`config.mk`:
```
export PLATFORM = sky130hd
export DESIGN_NAME = inst_mem_loader
export DESIGN_NICKNAME = d
export VERILOG_FILES = /design/src/rtl/inst_mem_loader.sv
export SDC_FILE = /design/constraint.sdc
export NUM_CORES = 1
export LEC_CHECK = 0
export ABC_CLOCK_PERIOD_IN_PS = 2400
export BUFFER_PORTS_ARGS = -buffer_cell sky130_fd_sc_hd__buf_4
export CAP_MARGIN = 20
export CORE_MARGIN = 8
export CORE_UTILIZATION = 44
export CTS_CLUSTER_DIAMETER = 200
export CTS_CLUSTER_SIZE = 30
export DETAILED_ROUTE_END_ITERATION = 6
export PLACE_DENSITY = 0.68
export RECOVER_POWER = 25
export SLEW_MARGIN = 10
export SYNTH_ARGS = -nofsm -noshare
export SYNTH_HDL_FRONTEND = slang
export SYNTH_SLANG_ARGS = --single-unit
```
`constraint.sdc`:
```
create_clock -name clk -period 2.4 [get_ports clk]
set_input_delay 0.36 -clock clk [delete_from_list [all_inputs] [get_ports clk]]
set_output_delay 0.36 -clock clk [all_outputs]
set_load 0.02 [all_outputs]
```
`src/rtl/inst_mem_loader.sv`:
```
// inst_mem_loader
//   Writer side of the instruction memory. Takes a program as a big-endian
//   byte stream, packs 4 bytes per 32-bit word and issues one RAM write per
//   word. Holds the CPU (cpu_hold) until the requested word count is written.
// Ports
//   clk, rst_n            clock (rising edge), async active-low reset
//   start, word_count     begin a load of word_count words (sampled on start)
//   byte_valid, byte_data byte stream in, MSB-first per word
//   byte_ready            a byte is consumed when byte_valid & byte_ready
//   mem_we/addr/wdata     instruction RAM write port, one cycle per word
//   busy, done, error     status (error: last word_count exceeded DEPTH)
//   cpu_hold              keep the CPU stalled while 1
module inst_mem_loader #(
  parameter int          DEPTH     = 64,
  parameter logic [31:0] BASE_ADDR = 32'h0
) (
  input  logic        clk,
  input  logic        rst_n,
  input  logic        start,
  input  logic [6:0]  word_count,
  input  logic        byte_valid,
  input  logic [7:0]  byte_data,
  output logic        byte_ready,
  output logic        mem_we,
  output logic [31:0] mem_addr,
  output logic [31:0] mem_wdata,
  output logic        busy,
  output logic        done,
  output logic        error,
  output logic        cpu_hold
);

  localparam logic [7:0] DEPTH_W = 8'(DEPTH);

  typedef enum logic [1:0] {S_IDLE, S_RECV, S_WRITE, S_DONE} state_t;

  state_t      state, state_nxt;
  logic [6:0]  cnt;
  logic [6:0]  word_idx;
  logic [1:0]  byte_cnt;
  logic [23:0] pack;      // first three bytes of the word being assembled
  logic        accept;
  logic        start_ok;
  logic        too_big;

  assign accept   = (state == S_RECV) && byte_valid;
  // start is only honoured when no load is in flight
  assign start_ok = start && ((state == S_IDLE) || (state == S_DONE));
  assign too_big  = {1'b0, word_count} > DEPTH_W;

  always_ff @(posedge clk or negedge rst_n) begin
    if (!rst_n) state <= S_IDLE;
    else        state <= state_nxt;
  end

  always_comb begin
    state_nxt = state;
    case (state)
      S_IDLE, S_DONE: begin
        if (start_ok) begin
          if (word_count == 7'd0 || too_big) state_nxt = S_DONE;
          else                               state_nxt = S_RECV;
        end
      end
      S_RECV:  if (accept && byte_cnt == 2'd3) state_nxt = S_WRITE;
      S_WRITE: state_nxt = (word_idx + 7'd1 == cnt) ? S_DONE : S_RECV;
      default: state_nxt = S_IDLE;
    endcase
  end

  always_ff @(posedge clk or negedge rst_n) begin
    if (!rst_n) begin
      cnt       <= '0;
      word_idx  <= '0;
      byte_cnt  <= '0;
      pack      <= '0;
      mem_addr  <= BASE_ADDR;
      mem_wdata <= '0;
      error     <= 1'b0;
    end else begin
      if (start_ok) begin
        cnt      <= word_count;
        word_idx <= '0;
        byte_cnt <= '0;
        error    <= too_big;
      end
      if (accept) begin
        byte_cnt <= byte_cnt + 2'd1;
        // shifting in MSB-first puts byte 0 at [31:24] once all four arrive
        pack     <= {pack[15:0], byte_data};
        if (byte_cnt == 2'd3) begin
          // write port registered at the last byte so it is stable during
          // WRITE and holds afterwards
          mem_wdata <= {pack, byte_data};
          mem_addr  <= BASE_ADDR + {23'b0, word_idx, 2'b00};
        end
      end
      if (state == S_WRITE) word_idx <= word_idx + 7'd1;
    end
  end

  assign byte_ready = (state == S_RECV);
  assign mem_we     = (state == S_WRITE);
  assign busy       = (state == S_RECV) || (state == S_WRITE);
  assign done       = (state == S_DONE);
  assign cpu_hold   = (state != S_DONE);

endmodule

```
==> impl_results.md, run 1 <==
* Starting DRT DRC Count at 71
* CTS buffer count at 9
* Yosys cell types at 24
* Path length in cells of the critical path at 3
* Clock root buffer: clkbuf_8
* Worst slack at placement at between 600 and 700 ps
* Top post-synthesis cells by count: dfrtp_1, mux2_2, buf_4
* Critical path capture point type: output pin
* RSZ-0062 raised after global routing: no
* Tmin final at ~1900 ps
* Critical path fanouts, max at 16
* Synth top area share at 57.20%
* Number of hold violations in the final report at 0
* First-pass GRT wire length at approximately 11000 µm
* End point of the critical path: mem_we
* Ys flop type: dfrtp_1
* Setup_tns at 0 ps
* Clock Sink Count at between 80 and 90
* DR WL/cell at 14.89 µm
* Worst setup SP type: flip-flop
* End-of-flow core utilization at 52.90%
* CP bufs+invs at 2
* Metal-1 WL at ~3000 µm
* Worst Clk Skew at 8.070 ps
* Maximum clock insertion buffer count at 2
* Post-synth EDFFs at 0
* Final setup violation count at 0
* Yosys warns at 0
* I/O Buffers at 63
* Worst-path cell chain: inv_1, ha_1, buf_4
* Worst R2R Start: state[0]
* Site Rows at 33
* # resized after CTS at 0
* Setup WS post-layout at 510.1 ps
* VDD IR max at approximately 0.00062 V
* Syn Area/Cell at 13.49 µm²
* Fmax at 0.5291 GHz
* Ports at 89
* Pwr Density at 1204 nW/µm²
* Post-CTS setup buffer count at 0
* Post-synthesis mux area share at ~23%
* Final Cell Area at 4259 µm²
* Drt via density at around 4.8
* Cell taking the most area after synthesis: dfrtp_1
* Die ar. at roughly 11000 µm²
* Post-DP HPWL at a little under 5000 µm
* Synth Register Bits at 82
* Worst Reg2Reg Path Length in Cells at 4
* Die Ht at around 110 µm
* DR DRC count at 0
* Critical path's largest stage delay at roughly 460 ps
* Crit share post-route at 78.75%
* Crit path DAT at between 1500 and 2000 ps
* CP Class: reg -> out
* Antenna violations before repair at 0
* CTS clock-pin slew for the worst setup and hold paths at about 80 ps
* Mapped Area at around 3600 µm²
* Register-to-register setup slack at approximately 660 ps
* Vias in the first global route at roughly 2200
* Post-DP Area at ~4100 µm²
* Aggregate routed wire length at about 6600 µm
* Largest net degree at the start of global routing at 56
* Post-Synth XOR/XNOR Area at 3.662%
* Starting Density at between 40% and 50%
* Crit path from: state[0]
* Combinational family with the most area after synthesis: multiplexers
* Inst Count DP at between 400 and 500
* Run status: completed
* Leakage power total at around 2.1 nW
* Metal3 WL at between 400 and 500 µm
* Compound-Gate Fraction of Synth Area at 2.093%
* Post-synthesis simple-gate area fraction at 4.813%
* Total Routing Usage GR at between 10 and 15%
* Largest cells by area after synthesis: dfrtp_1, mux2_2, buf_4
* Die width at approximately 110 µm
* Max Slew Vio Count at 0
* Register area share after synthesis at approximately 57%
* WL met2 at 3021 µm
* Area Overhead vs Synth at 18.73%
* Slew margin rel. at between 60% and 70%
* MaxCap Viol Count at 0
* Total number of vias at between 2000 and 2500
* Top routing layer in use: met4
* Most frequent cell after synthesis: dfrtp_1
* CTS H-tree depth at 3
* Antenna Cells at 0
* Post-route ant nets at 0
* Net count, final at 359
* Gr ovfl total at 0
* Latest clock arrival within the worst-skew pair at ~340 ps
* Post-Syn Instances at ~270
* Layout cells sized above 1 at between 40 and 50%
* Least-Margin Pin Slew at 504.3 ps
* Overall power at ~5 mW
* GPL Wtd Cong at ~0.75
* Post-Synth Adder-Cell Area at 2.093%
* Worst hold slack at around 260 ps
* Asr flop ratio synth at between 90% and 100%
* Req. time, crit path at around 2000 ps
* Total iterations of the first detailed-routing run at 4
* Core area at slightly above 8000 µm²
* CTS tree: yes
* Hold-fix buffers, CTS at 1
* Largest delay share family, worst path: adder cells
* Non-Filler Instances at around 440
* Hold crit path type: in -> reg
* Critical-path top delay cell: ha_1
* Reg-to-reg endpoint: cnt[1]
[metal layers]
layer / track usage, % / vias up
li1: - / 999
met1: 15.50 / 1047
met2: 18.32 / 57
met3: 4.295 / 8
met4: 5.628 / 0
met5: 0 / -
[cells by family after synthesis]
kind of cell | Yosys count
simple gates | 36
xor+xnor | 15
mux | 73
compound gates | 14
fa+ha+maj | 6
other cells | 1
buf+inv | 39
flops | 82
[state kept, by name (all words and copies together) (netlist names)]
signal / count
word_idx: 7
error: 1
pack: 24
mem_wdata: 32
state: 2
byte_cnt: 2
mem_addr: 7
cnt: 7
[area by class of cell]
| type | instances | area (µm²) |
|---|---|---|
| sequential | 82 | 2052 |
| tap | 105 | 131.4 |
| timing repair buffer | 68 | 525.5 |
| inverter | 4 | 15.01 |
| multi-input combinational | 169 | 1373 |
| clock buffer | 13 | 148.9 |
| clock inverter | 2 | 13.76 |
| fill | 715 | 3792 |
[power by group]
part	switching, mW	internal [mW]	total (mW)
combinational	0.982	1.02	2.00
sequential	0.350	1.92	2.27
clock	0.455	0.400	0.856
total	1.79	3.34	5.13
[worst min path at each step]
stage,to,cells past startpoint,from,slack [ps]
5_1_grt,mem_wdata[0],2,byte_data[0],240
3_3_place_gp,pack[1],1,rst_n,310
4_1_cts,mem_wdata[0],2,byte_data[0],240
3_5_place_dp,mem_wdata[10],1,rst_n,310
6_report,pack[7],2,byte_data[7],260
2_1_floorplan,byte_cnt[0],0,rst_n,60
[cells in the final DEF, fill, tap and decap left out, drive strengths merged, types with 2 or more instances in the layout]
master and n:
nor2 5, nand2 17, nor2b 2, buf 67, nand4 2, xor2 4
conb 25, inv 4, a21oi 3, clkbuf 13, nand3 8, o21ai 9
dfrtp 82, xnor2 11, mux2i 2, mux2 71, ha 6, clkinv 2
Power figures use the tool's default switching activity.
==> run 2: changes to the inputs <==
--- a/config.mk
+++ b/config.mk
@@ -5,7 +5,8 @@
 export SDC_FILE = /design/constraint.sdc
 export NUM_CORES = 1
 export LEC_CHECK = 0
-export ABC_CLOCK_PERIOD_IN_PS = 2400
+export ABC_AREA = 1
+export ABC_CLOCK_PERIOD_IN_PS = 2000
 export BUFFER_PORTS_ARGS = -buffer_cell sky130_fd_sc_hd__buf_4
 export CAP_MARGIN = 20
 export CORE_MARGIN = 8
==> constraint.sdc (replaced) <==
create_clock -name clk -period 2 [get_ports clk]
set_input_delay 0.3 -clock clk [delete_from_list [all_inputs] [get_ports clk]]
set_output_delay 0.3 -clock clk [all_outputs]
set_load 0.02 [all_outputs]
==> run 2 against run 1 <==
Effect of this change:
- sequential cell count did not move
- core utilization is 0.86 points higher
- first-iteration DRC count up 100%
- hold slack worse by 59 ps
- global-route usage up 1.5 points
- total power grew 24%
==> impl_results.md, run 2 <==
* Run status: completed
* Worst setup SP type: flip-flop
* Register area share after synthesis at between 50% and 60%
* Die width at 106.6 µm
* Post-Synth XOR/XNOR Area at 0%
* CTS H-tree depth at 3
* Asr flop ratio synth at 100.0%
* Syn Area/Cell at between 9 and 10 µm²
* Highest-count cells in the layout ignoring fill and taps: nand2_1, dfrtp_1, o21ai_0, buf_4, inv_1
* Critical path capture point type: output pin
* Starting DRT DRC Count at ~140
* Max Slew Vio Count at 0
* First-pass GRT wire length at around 13000 µm
* Compound-Gate Fraction of Synth Area at ~10%
* Overall power at approximately 6.4 mW
* Antenna violations before repair at 0
* Post-Synth Adder-Cell Area at slightly above 2%
* Mapped Area at approximately 3600 µm²
* Tmin final at about 1700 ps
* Post-route ant nets at 0
* Synth top area share at a little under three fifths
* Non-Filler Instances at about 570
* DR DRC count at 0
* Starting Density at 44.67%
* Die Ht at ~110 µm
* Inst Count DP at ~550
* Synth Register Bits at 82
* Final setup violation count at 0
* CTS tree: yes
* Worst hold path cell count at 3
* Hold crit path type: in -> reg
* Largest Register: mem_wdata
* Worst Clk Skew at about 7.1 ps
* Antenna Cells at 0
* Most frequent cell after synthesis: nand2_1
* Number of hold violations in the final report at 0
* RSZ-0062 raised after global routing: no
* Least-Margin Pin Slew at 1078 ps
* Most common cell after layout, fill and taps aside: nand2_1
* Layout cells sized above 1 at around 20%
* Post-Syn Instances at a little under 400
* Combinational family with the most area after synthesis: simple AND/OR/NAND/NOR gates
* Drt via density at 4.673
* Crit path DAT at 1430 ps
* Ys flop type: dfrtp_1
* VDD IR max at between 0.0006 and 0.0007 V
* # resized after CTS at 0
* Die ar. at between 10000 and 15000 µm²
* Core area at 8093 µm²
* Clock root buffer: clkbuf_8
* CTS buffer count at 9
* Worst Reg2Reg Path Length in Cells at 5
* Site Rows at 33
* Post-DP HPWL at approximately 5500 µm
* Post-synthesis mux area share at roughly 2.8%
* Max reg flops at 32
* DR WL/cell at roughly 13 µm
* Post-synthesis simple-gate area fraction at 16.48%
* Area Overhead vs Synth at 20.35%
* CP Class: reg -> out
* Aggregate routed wire length at ~7500 µm
* GPL Wtd Cong at around 0.87
* Ports at ~90
* Yosys warns at 0
* Latest clock arrival within the worst-skew pair at approximately 340 ps
* Req. time, crit path at around 1700 ps
* Clock Sink Count at 82
* I/O Buffers at 63
* Fmax at 0.5773 GHz
* Post-synth EDFFs at 0
* Largest regs: mem_wdata (32), pack (24)
* Largest cells by area after synthesis: dfrtp_1, nand2_1, o21ai_0
* Largest net degree at the start of global routing at between 70 and 80
* CTS clock-pin slew for the worst setup and hold paths at 80 ps
* Crit share post-route at 86.62%
* Post-CTS setup buffer count at 0
* Gr ovfl total at 0
* Setup_tns at 0 ps
* Pwr Density at ~1500 nW/µm²
* Top post-synthesis cells by count: nand2_1, dfrtp_1, o21ai_0
* Critical path fanouts, max at 6
* Yosys cell types at 23
* Total iterations of the first detailed-routing run at 4
* Leakage power total at between 2 and 2.5 nW
* Net count, final at a little under 500
* Maximum clock insertion buffer count at 2
* MaxCap Viol Count at 0
* Slew margin rel. at 28.14%
* Cell taking the most area after synthesis: dfrtp_1
* Hold-fix buffers, CTS at 1
* Total Routing Usage GR at about 14%
* Vias in the first global route at roughly 2600
* Total number of vias at between 2000 and 3000
## run 2: final cells by class
class                      instances  area, µm²
inverter                          45      168.9
tap                              105      131.4
fill                             764       3742
timing repair buffer              68      546.8
clock inverter                     4      76.32
sequential                        82       2052
clock buffer                      11      141.4
multi-input combinational        253       1234
## run 2: where the power goes
part / leakage (nW) / internal (mW) / switching, mW / total, mW
Clock: 0.106 / 0.733 / 0.564 / 1.30
Combinational: 1.07 / 0.958 / 1.44 / 2.40
Sequential: 1.08 / 2.27 / 0.397 / 2.67
## run 2: worst paths after layout
| kind | start | end | slack, ps |
|---|---|---|---|
| min reg2reg | pack[23] | pack[23] | 490 |
| max reg2reg | state[1] | mem_wdata[30] | 360 |
| min in group asynchronous | rst_n | mem_wdata[1] | 670 |
| min | word_count[2] | cnt[2] | 200 |
| max in group asynchronous | rst_n | mem_wdata[30] | 430 |
| max | state[0] | busy | 270 |
## run 2: worst max-delay path, cell delays in order, from the launching register on
cell and delay [ps]:
dfrtp_1 420, inv_1 70, ha_1 360, inv_1 100, buf_4 140
## run 2: cell families (layout without fill, tap and decap cells)
logic type | count (synthesis) | after routing
AO/OA/AOI/OAI | 72 | 72
buffers and inverters | 85 | 128
flip-flops | 82 | 82
other | 1 | 25
AND/OR/NAND/NOR | 141 | 141
adder cells (fa/ha/maj) | 6 | 6
multiplexers | 9 | 9
## run 2: per-layer routing
| metal | track usage (%) | up-vias | share of wire (%) |
|---|---|---|---|
| met4 | 7.839 | 0 | 1.6 |
| met2 | 20.12 | 68 | 46 |
| li1 | - | 1336 | - |
| met5 | 0 | - | 0 |
| met3 | 3.299 | 7 | 6.1 |
| met1 | 18.12 | 1243 | 46 |
## run 2: metrics by stage
| stage | util, % | hold WS, ps | setup WS [ps] | area, µm² |
|---|---|---|---|---|
| floorplan | - | 4.409 | 404.5 | 3705 |
| global placement | 50.99 | 186.4 | 414.5 | 4126 |
| detailed placement | 50.99 | 191.3 | 397.6 | 4126 |
| CTS | 53.80 | 184.7 | 242.9 | 4354 |
| global route | 53.76 | 191.0 | 146.9 | 4350 |
| finish | 53.76 | 199.6 | 267.7 | 4350 |
